### config.mk
export PLATFORM = sky130hd
export DESIGN_NAME = score_round_ctrl
export DESIGN_NICKNAME = d
export VERILOG_FILES = /design/src/rtl/score_pkg.sv /design/src/rtl/round_timer.sv /design/src/rtl/score_round_ctrl.sv
export SDC_FILE = /design/constraint.sdc
export NUM_CORES = 1
export LEC_CHECK = 0
export ABC_AREA = 1
export CAP_MARGIN = 20
export CELL_PAD_IN_SITES_DETAIL_PLACEMENT = 0
export CELL_PAD_IN_SITES_GLOBAL_PLACEMENT = 2
export CORE_AREA = 5 5 80 119
export CTS_CLUSTER_DIAMETER = 150
export DETAILED_ROUTE_END_ITERATION = 12
export DIE_AREA = 0 0 85 124
export HOLD_SLACK_MARGIN = 0.15
export PLACE_DENSITY = 0.83
export REMOVE_ABC_BUFFERS = 1
export SYNTH_ARGS = -nofsm -noshare
export SYNTH_HDL_FRONTEND = slang
export SYNTH_SLANG_ARGS = --single-unit
### constraint.sdc
create_clock -name clk -period 4.5 [get_ports clk]
set_input_delay 0.675 -clock clk [delete_from_list [all_inputs] [get_ports clk]]
set_output_delay 0.675 -clock clk [all_outputs]
set_load 0.005 [all_outputs]
### src/rtl/score_pkg.sv
// score_pkg: types and constants shared by the round controller and the scoring stage.
//   state_e   - round controller FSM states
//   ID_W      - player ID width (scoring RAM address width)
//   SCORE_W   - score width
//   MAX_SCORE - score saturation ceiling (two valid BCD digits)
//   GUEST_ID  - guest login ID; scoring reports pwinner=0 for it
//   sat_inc   - saturating score increment
package score_pkg;

   localparam int unsigned ID_W      = 5;
   localparam int unsigned SCORE_W   = 7;
   localparam int unsigned MAX_SCORE = 99;
   localparam int unsigned GUEST_ID  = 3;

   typedef enum logic [2:0] {
      IDLE      = 3'd0,
      PLAY      = 3'd1,
      REQ       = 3'd2,
      WAIT_RESP = 3'd3,
      RESULT    = 3'd4
   } state_e;

   function automatic logic [SCORE_W-1:0] sat_inc(input logic [SCORE_W-1:0] s);
      return (s >= SCORE_W'(MAX_SCORE)) ? s : s + 1'b1;
   endfunction

endpackage

### src/rtl/round_timer.sv
// round_timer: per-round seconds countdown.
//   clk, rst  - clock, synchronous active-low reset
//   load      - reload secs_left with ROUND_SECS
//   tick      - one-second decrement enable (already qualified by the caller)
//   freeze    - suppress the decrement this cycle
//   secs_left - remaining seconds
//   expire    - tick arriving while one second remains
module round_timer #(
   parameter int unsigned ROUND_SECS = 60
) (
   input  logic       clk,
   input  logic       rst,
   input  logic       load,
   input  logic       tick,
   input  logic       freeze,
   output logic [6:0] secs_left,
   output logic       expire
);

   logic [6:0] secs_d, secs_q;

   always_comb begin
      secs_d = secs_q;
      if (load) begin
         secs_d = 7'(ROUND_SECS);
      end else if (tick && !freeze && (secs_q != 7'd0)) begin
         secs_d = secs_q - 7'd1;
      end
   end

   always_ff @(posedge clk) begin
      if (!rst) begin
         secs_q <= '0;
      end else begin
         secs_q <= secs_d;
      end
   end

   assign secs_left = secs_q;
   assign expire    = tick && (secs_q == 7'd1);

endmodule

### src/rtl/score_round_ctrl.sv
// score_round_ctrl: runs one timed round per logged-in player, counts correct answers,
// requests scoring at round end, retries unanswered requests and latches the verdicts.
// Optional build macro SCORE_PENALTY_EN: wrong answers decrement the score (floor 0).
// Ports:
//   clk, rst            - clock, synchronous active-low reset
//   tick_1s             - one-second pulse
//   login_id            - logged-in player (0 = nobody)
//   round_start, quit   - round control pulses
//   ans_valid/correct   - answer pulse and its verdict
//   result_ack          - clears the result
//   valid, pwinner, gwinner - scoring response
//   score_request, playerID, score - scoring request (playerID/score held until response)
//   cur_score, secs_left - live round status
//   busy, result_valid, result_pbest, result_gbest, result_err - status flags
module score_round_ctrl
   import score_pkg::*;
#(
   parameter int unsigned ROUND_SECS   = 60,
   parameter int unsigned RESP_TIMEOUT = 200,
   parameter int unsigned MAX_RETRY    = 3
) (
   input  logic               clk,
   input  logic               rst,
   input  logic               tick_1s,
   input  logic [ID_W-1:0]    login_id,
   input  logic               round_start,
   input  logic               quit,
   input  logic               ans_valid,
   input  logic               ans_correct,
   input  logic               result_ack,
   input  logic               valid,
   input  logic               pwinner,
   input  logic [ID_W-1:0]    gwinner,
   output logic               score_request,
   output logic [ID_W-1:0]    playerID,
   output logic [SCORE_W-1:0] score,
   output logic [SCORE_W-1:0] cur_score,
   output logic [6:0]         secs_left,
   output logic               busy,
   output logic               result_valid,
   output logic               result_pbest,
   output logic               result_gbest,
   output logic               result_err
);

   localparam int unsigned TMO_W = $clog2(RESP_TIMEOUT + 1);
   localparam int unsigned RTY_W = $clog2(MAX_RETRY + 1);
   // Counter holds cycles elapsed since the request pulse; the next pulse lands exactly
   // RESP_TIMEOUT cycles after the previous one.
   localparam logic [TMO_W-1:0] TMO_LAST = TMO_W'(RESP_TIMEOUT - 1);
   localparam logic [RTY_W-1:0] RTY_MAX  = RTY_W'(MAX_RETRY);

   state_e             state_d, state_q;
   logic [ID_W-1:0]    player_id_d, player_id_q;
   logic [SCORE_W-1:0] score_d, score_q;
   logic [SCORE_W-1:0] cur_score_d, cur_score_q;
   logic               score_req_d, score_req_q;
   logic               busy_d, busy_q;
   logic               rvalid_d, rvalid_q;
   logic               pbest_d, pbest_q;
   logic               gbest_d, gbest_q;
   logic               err_d, err_q;
   logic [TMO_W-1:0]   tmo_d, tmo_q;
   logic [RTY_W-1:0]   retry_d, retry_q;

   logic start_ok, timer_load, timer_tick, timer_expire;

   assign start_ok   = round_start && (login_id != '0);
   assign timer_load = start_ok && ((state_q == IDLE) || (state_q == RESULT));
   assign timer_tick = (state_q == PLAY) && tick_1s;

   round_timer #(
      .ROUND_SECS (ROUND_SECS)
   ) u_round_timer (
      .clk       (clk),
      .rst       (rst),
      .load      (timer_load),
      .tick      (timer_tick),
      .freeze    (quit),
      .secs_left (secs_left),
      .expire    (timer_expire)
   );

   always_comb begin
      state_d     = state_q;
      player_id_d = player_id_q;
      score_d     = score_q;
      cur_score_d = cur_score_q;
      score_req_d = 1'b0;
      pbest_d     = pbest_q;
      gbest_d     = gbest_q;
      err_d       = err_q;
      tmo_d       = tmo_q;
      retry_d     = retry_q;

      unique case (state_q)
         IDLE: begin
            if (start_ok) begin
               state_d     = PLAY;
               player_id_d = login_id;
               cur_score_d = '0;
            end
         end
         PLAY: begin
            if (ans_valid && ans_correct) begin
               cur_score_d = sat_inc(cur_score_q);
`ifdef SCORE_PENALTY_EN
            end else if (ans_valid && (cur_score_q != '0)) begin
               cur_score_d = cur_score_q - 1'b1;
`endif
            end
            // Last answer of the round is folded in before the score is captured.
            if (quit || timer_expire) begin
               state_d     = REQ;
               score_d     = cur_score_d;
               score_req_d = 1'b1;
               retry_d     = '0;
            end
         end
         REQ: begin
            state_d = WAIT_RESP;
            tmo_d   = TMO_W'(1);
         end
         WAIT_RESP: begin
            if (valid) begin
               state_d = RESULT;
               pbest_d = pwinner;
               gbest_d = (gwinner == player_id_q);
            end else if (tmo_q == TMO_LAST) begin
               if (retry_q < RTY_MAX) begin
                  state_d     = REQ;
                  score_req_d = 1'b1;
                  retry_d     = retry_q + 1'b1;
               end else begin
                  state_d = RESULT;
                  err_d   = 1'b1;
               end
            end else begin
               tmo_d = tmo_q + 1'b1;
            end
         end
         RESULT: begin
            if (start_ok) begin
               state_d     = PLAY;
               player_id_d = login_id;
               cur_score_d = '0;
               pbest_d     = 1'b0;
               gbest_d     = 1'b0;
               err_d       = 1'b0;
            end else if (result_ack) begin
               state_d = IDLE;
               pbest_d = 1'b0;
               gbest_d = 1'b0;
               err_d   = 1'b0;
            end
         end
         default: state_d = IDLE;
      endcase

      busy_d   = (state_d == PLAY) || (state_d == REQ) || (state_d == WAIT_RESP);
      rvalid_d = (state_d == RESULT);
   end

   always_ff @(posedge clk) begin
      if (!rst) begin
         state_q     <= IDLE;
         player_id_q <= '0;
         score_q     <= '0;
         cur_score_q <= '0;
         score_req_q <= 1'b0;
         busy_q      <= 1'b0;
         rvalid_q    <= 1'b0;
         pbest_q     <= 1'b0;
         gbest_q     <= 1'b0;
         err_q       <= 1'b0;
         tmo_q       <= '0;
         retry_q     <= '0;
      end else begin
         state_q     <= state_d;
         player_id_q <= player_id_d;
         score_q     <= score_d;
         cur_score_q <= cur_score_d;
         score_req_q <= score_req_d;
         busy_q      <= busy_d;
         rvalid_q    <= rvalid_d;
         pbest_q     <= pbest_d;
         gbest_q     <= gbest_d;
         err_q       <= err_d;
         tmo_q       <= tmo_d;
         retry_q     <= retry_d;
      end
   end

   assign score_request = score_req_q;
   assign playerID      = player_id_q;
   assign score         = score_q;
   assign cur_score     = cur_score_q;
   assign busy          = busy_q;
   assign result_valid  = rvalid_q;
   assign result_pbest  = pbest_q;
   assign result_gbest  = gbest_q;
   assign result_err    = err_q;

endmodule

==> impl_metrics.tcl, run 1 <==
set metrics [dict create \
    synth-seq-cells 45 \
    critPathMaxFanout 8 \
    slowest_delay_ns 0.57 \
    grtUsageTotal_pct 13.7 \
    postCtsSetupRepairBufs 0 \
    grt_pass1_vias 2370 \
    avgRoutedWirePerCell_um 12.8 \
    drc 0 \
    postCtsHoldBufs 0 \
    yosysSeqAreaShare_pct 38.5 \
    grt_max_degree 23 \
    critPathBufInv 1 \
    cp_slowest_cell "clkdlybuf4s50_1" \
    first_pass_iters 4 \
    worstHoldStart "u_round_timer.secs_left[6]$_SDFFE_PP0P_" \
    crit_path_start "cur_score[2]$_SDFFE_PN0P_" \
    hold_class "register to register" \
    arrival_ns 1.36 \
    rows 41 \
    clk_pin_slew_ns 0.06 \
    r2r-start "tmo_q[0]$_SDFFE_PN0P_" \
    r2r_slack_ns 2.59 \
    crit_required_ns 3.83 \
    critPathTopFamily "buffers and inverters" \
    ant_nets 0 \
    antenna_cells 0 \
    num_vias 2417 \
    syn_inst 356 \
    criticalPathCategory "register to primary output" \
    syn_avg_cell_area_um2 6.58 \
    drv_slew 0 \
    finalNetCount 434 \
    ys_types 29 \
    finClkSkew_ns 0.00664 \
    yosysWarnings 0 \
    p_per_area_nw_per_um2 346 \
    core_area_um2 8310 \
    dp_hpwl_um 5150 \
    rr_worst_depth 8 \
    fp.dieW_um 85 \
    fin_crit_ns 2.03 \
    pin_count 52 \
    maxCapViolCount 0 \
    tightest_slew_ns 0.704 \
    area_delta_synth_final_pct 34.8 \
    cts-htree-levels 2 \
    dieArea_um2 10500 \
    final_hold_viol_count 0 \
    r2r_end "busy$_SDFF_PN0_" \
    dp_cells 509 \
    cts_buffers 5 \
    clock-root-buffer "clkbuf_16" \
    place.gp.congestion 0.766 \
    setup_viol 0 \
    status "complete, no violations" \
    io_buffers 51 \
    leakage_nw 1.31 \
    min_to "u_round_timer.secs_left[6]$_SDFFE_PP0P_" \
    clock.fmax_mhz 492 \
    viasPerCell 4.68 \
    grt_overflow 0 \
    start_util_pct 28.2 \
    ir_drop_v 0.000134 \
    insertion_delay_ns 0.29 \
    grt_pass1_wl_um 11400 \
    clockBufferDepth 2 \
    wirelength_um 6630 \
    fin_cells 517 \
    path_cells "clkdlybuf4s50_1" \
    die_y_um 124 \
    tritoncts "done" \
    antenna_found_initial 0 \
    fin_crit_sh_pct 45.2 \
    crit_path_end_kind "primary output" \
    ctsResizeCount 0 \
    drive_above_1_share_pct 4.15 \
    worst_setup_path_start_kind "register" \
    synth_area_um2 2340 \
    maxSlewHeadroom_pct 53.0 \
    fin_tns_setup_ns 0 \
    rsz0062_at_grt "no" \
    whs_path_depth 2 \
    clock-sinks 45 \
    drt_iter0_drc 105 \
]
area by class of cell:
cell class | count | area (um2)
clock buffers | 5 | 125
clock inverters | 3 | 65.1
fillers | 927 | 5150
inverters | 47 | 176
multi-input cells | 258 | 1240
flip-flops and latches | 45 | 901
well taps | 107 | 134
repair buffers | 52 | 518
through the flow:
stage                     total power, W  instance area (um2)  hold slack, ns  utilization (%)  setup WS (ns)
final                            0.00109                 3160           0.466             38.0           2.47
after global routing             0.00115                 3160           0.488             38.0           2.33
after CTS                        0.00111                 3160           0.468             38.0           2.45
after detailed placement        0.000629                 2970           0.457             35.7           2.23
after global placement          0.000629                 2970           0.454             35.7           2.26
after floorplan                 0.000541                 2310           0.446                -           2.86
worst max-delay path by stage:
stage	end	slack, ns	cells past startpoint
2_1_floorplan	u_round_timer.secs_left[2]$_SDFFE_PN0P_	2.86	6
3_3_place_gp	cur_score[5]$_SDFFE_PN0P_	2.26	10
3_5_place_dp	cur_score[1]$_SDFFE_PN0P_	2.23	10
4_1_cts	cur_score[2]	2.45	1
5_1_grt	cur_score[1]$_SDFFE_PN0P_	2.33	10
6_report	cur_score[2]	2.47	1
power by group:
group / switching [W] / leakage (nW) / internal (W)
combinational: 0.0000924 / 0.855 / 0.0000831
sequential: 0.0000213 / 0.366 / 0.000421
clock: 0.000159 / 0.0938 / 0.000317
cell families after synthesis:
| logic type | share of synthesized area [%] |
|---|---|
| xor gates and xnor gates | 2.24 |
| AOI/OAI and AO/OA | 12.3 |
| buffers and inverters | 8.71 |
| DFF | 38.5 |
| adders and majority gates | 2.67 |
| and+or+nand+nor | 35.6 |
flip-flops by register name, summed over array words and instances (netlist names):
signal                   count
tmo_q                        8
cur_score                    7
score                        7
u_round_timer.secs_left      7
playerID                     5
state_q                      3
retry_q                      2
busy                         1
result_err                   1
result_gbest                 1
result_pbest                 1
result_valid                 1
score_request                1
cells in the final DEF, fill, tap and decap left out, drive strengths merged:
cell / count
clkinv: 3
nand4: 12
a211oi: 1
inv: 45
nand3b: 3
clkbuf: 5
clkdlybuf4s50: 51
bufinv: 2
a21boi: 1
ha: 5
nand2: 93
o21bai: 1
nor2: 49
nand3: 27
buf: 1
xor2: 1
o211ai: 1
a31oi: 3
a21oi: 34
nor4: 1
xnor2: 5
nor3: 5
dfxtp: 45
or2: 3
o21ai: 13
routing by layer:
layer  wire length, um  track usage, %  vias to the layer above
met5                 0               0                        -
met4               104            5.84                        0
met3               244            3.31                        8
met2              3550            25.4                       44
met1              2730            14.6                     1106
li1                  -               -                     1259
cells in the mapped netlist, drive strengths merged:
master   n  area share, %
a211oi   1           0.32
a21boi   1           0.32
a21oi   34            7.4
a31oi    3           0.80
buf      2           0.53
clkbuf   4           0.64
clkinv   2           0.32
dfxtp   45             38
ha       5            2.7
inv     45            7.2
nand2   93             15
nand3   27            5.8
nand3b   3           0.96
nand4   12            3.2
nor2    49            8.4
nor3     5            1.1
nor4     1           0.27
o211ai   1           0.32
o21ai   13            2.8
o21bai   1           0.32
or2      3           0.80
xnor2    5            1.9
xor2     1           0.37
No activity file was read; power rests on OpenSTA's default activity.
==> inputs of run 2 (changes only) <==
--- a/config.mk
+++ b/config.mk
@@ -9,12 +9,12 @@
 export CAP_MARGIN = 20
 export CELL_PAD_IN_SITES_DETAIL_PLACEMENT = 0
 export CELL_PAD_IN_SITES_GLOBAL_PLACEMENT = 2
-export CORE_AREA = 5 5 80 119
+export CORE_AREA = 5 5 87 129
 export CTS_CLUSTER_DIAMETER = 150
 export DETAILED_ROUTE_END_ITERATION = 12
-export DIE_AREA = 0 0 85 124
+export DIE_AREA = 0 0 92 134
 export HOLD_SLACK_MARGIN = 0.15
-export PLACE_DENSITY = 0.83
+export PLACE_DENSITY = 0.74
 export REMOVE_ABC_BUFFERS = 1
 export SYNTH_ARGS = -nofsm -noshare
 export SYNTH_HDL_FRONTEND = slang
==> constraint.sdc (replaced) <==
create_clock -name clk -period 1.8 [get_ports clk]
set_input_delay 0.27 -clock clk [delete_from_list [all_inputs] [get_ports clk]]
set_output_delay 0.27 -clock clk [all_outputs]
set_load 0.005 [all_outputs]
==> run 2 against run 1 <==
Compared with the run above: critical path depth increased by 7; utilization decreased by 5.7 points; final area increased by 2.4%; clock skew is 0.0027 ns lower; flip-flop and latch count is the same; global-route usage down 1.5 points; combinational power grew to 2.7 times the previous value; sequential share of layout area decreased by 0.64 points; cell count up 4.1%; clock-buffer cell count increased by 2; critical path type is now register to register.
==> impl_metrics.tcl, run 2 (synthesized netlist as in run 1, its figures left out) <==
set metrics [dict create \
    drt_iter0_drc 71 \
    whs_path_depth 2 \
    cts_buffers 5 \
    drive_above_1_share_pct 7.36 \
    finalHoldWorstSlack_ns 0.466 \
    r2r-start "u_round_timer.secs_left[0]$_SDFFE_PP0P_" \
    num_vias 2378 \
    critPathMaxFanout 5 \
    antenna_cells 0 \
    fin_crit_ns 1.63 \
    crit_required_ns 2.01 \
    cp_slowest_cell "dfxtp_1" \
    worstHoldStart "score[6]$_SDFFE_PN0P_" \
    drc 0 \
    pin_count 52 \
    viasPerCell 4.42 \
    fin_tns_setup_ns 0 \
    first_pass_iters 4 \
    cts-htree-levels 2 \
    grtUsageTotal_pct 12.2 \
    crit_top_cell "nand2_1" \
    maxSlewHeadroom_pct 46.6 \
    clockBufferDepth 2 \
    p_per_area_nw_per_um2 793 \
    final_cell_mix "nand2_1, clkdlybuf4s50_1, nor2_1, inv_1, dfxtp_1" \
    maxCapViolCount 0 \
    rr_worst_depth 8 \
    leakage_nw 1.36 \
    postCtsHoldBufs 0 \
    grt_max_degree 23 \
    place.gp.congestion 0.766 \
    criticalPathCategory "register to register" \
    r2r_slack_ns 0.17 \
    worst_setup_path_start_kind "register" \
    path_cells "inv_1 -> ha_1 -> nand2_1 -> nor2_1 -> nor2_2 -> nand2_1 -> or2_0 -> a21oi_1" \
    insertion_delay_ns 0.29 \
    start_util_pct 23.4 \
    ant_nets 0 \
    clk_pin_slew_ns 0.06 \
    wirelength_um 7190 \
    ctsResizeCount 0 \
    grt_overflow 0 \
    die_y_um 134 \
    postCtsSetupRepairBufs 0 \
    fp.dieW_um 92 \
    avgRoutedWirePerCell_um 13.4 \
    clock-root-buffer "clkbuf_16" \
    r2r_end "u_round_timer.secs_left[2]$_SDFFE_PN0P_" \
    dieArea_um2 12300 \
    layout_commonest_cell "nand2_1" \
    status "complete, no violations" \
    clock.fmax_mhz 613 \
    dp_hpwl_um 5560 \
    slowest_delay_ns 0.38 \
    largest_register_ffs 8 \
    tightest_slew_ns 0.800 \
    setup_viol 0 \
    antenna_found_initial 0 \
    tritoncts "done" \
    arrival_ns 1.84 \
    p_total_w 0.00256 \
    area_delta_synth_final_pct 38.1 \
    io_buffers 51 \
    fin_crit_sh_pct 90.6 \
    min_to "score[6]$_SDFFE_PN0P_" \
    finalNetCount 445 \
    crit_path_end_kind "register" \
    clock-sinks 45 \
    grt_pass1_vias 2458 \
    final_hold_viol_count 0 \
    core_area_um2 10000 \
    rows 45 \
    hold_class "register to register" \
    finClkSkew_ns 0.00390 \
    drv_slew 0 \
    rsz0062_at_grt "no" \
    grt_pass1_wl_um 11900 \
    largest-register "tmo_q" \
    ir_drop_v 0.000331 \
]
-- run 2: cell types whose count changed in the layout (fill, tap and decap cells not counted) --
cell,before,now
buf_4,1,12
bufinv_16,2,0
clkbuf_8,0,2
a21oi_2,1,0
a21oi_4,0,1
dfxtp_1,45,44
dfxtp_2,0,1
ha_1,5,4
ha_2,0,1
nand2_1,91,90
nand2_2,2,3
-- run 2: power by group --
| group | switching [W] | internal, W |
|---|---|---|
| sequential | 0.0000496 | 0.00105 |
| clock | 0.000393 | 0.000588 |
| combinational | 0.000249 | 0.000231 |
-- run 2: worst max path at each step --
stage	startpoint	end	cells past startpoint
after floorplan	u_round_timer.secs_left[0]$_SDFFE_PP0P_	u_round_timer.secs_left[2]$_SDFFE_PN0P_	8
after global placement	quit	u_round_timer.secs_left[2]$_SDFFE_PN0P_	7
after detailed placement	quit	u_round_timer.secs_left[2]$_SDFFE_PN0P_	7
after CTS	u_round_timer.secs_left[1]$_SDFFE_PP0P_	score[0]$_SDFFE_PN0P_	9
after global routing	u_round_timer.secs_left[0]$_SDFFE_PP0P_	u_round_timer.secs_left[2]$_SDFFE_PN0P_	8
final	u_round_timer.secs_left[0]$_SDFFE_PP0P_	u_round_timer.secs_left[2]$_SDFFE_PN0P_	8
-- run 2: cell type report --
type	count	area, um2
multi-input cells	258	1250
clock buffers	7	153
well taps	117	146
fillers	1131	6790
repair buffers	63	601
clock inverters	1	5.00
inverters	47	176
flip-flops and latches	45	902
-- run 2: layer usage --
layer / routed length (um) / part of all wire, % / GRT usage (%) / up-vias
li1: - / - / - / 1277
met1: 2920 / 41 / 12.9 / 1056
met2: 3880 / 54 / 23.3 / 36
met3: 252 / 3.5 / 2.53 / 9
met4: 136 / 1.9 / 4.79 / 0
met5: 0 / 0 / 0 / -
-- run 2: through the flow --
step	instances	setup WS [ns]	instance area, um2	utilization [%]
final	538	0.169	3230	32.2
after global routing	538	0.00993	3230	32.2
after CTS	538	0.119	3220	32.1
after detailed placement	530	-0.00171	3060	30.5
after global placement	530	0.00554	3060	30.5
after floorplan	350	0.284	2310	-
-- run 2: worst max-delay path: cells and delay by family (launching register included) --
family | cells | cell delay, ns
simple gates | 5 | 0.70
buf+inv | 1 | 0.12
compound gates | 1 | 0.13
fa+ha+maj | 1 | 0.22
flops | 1 | 0.38
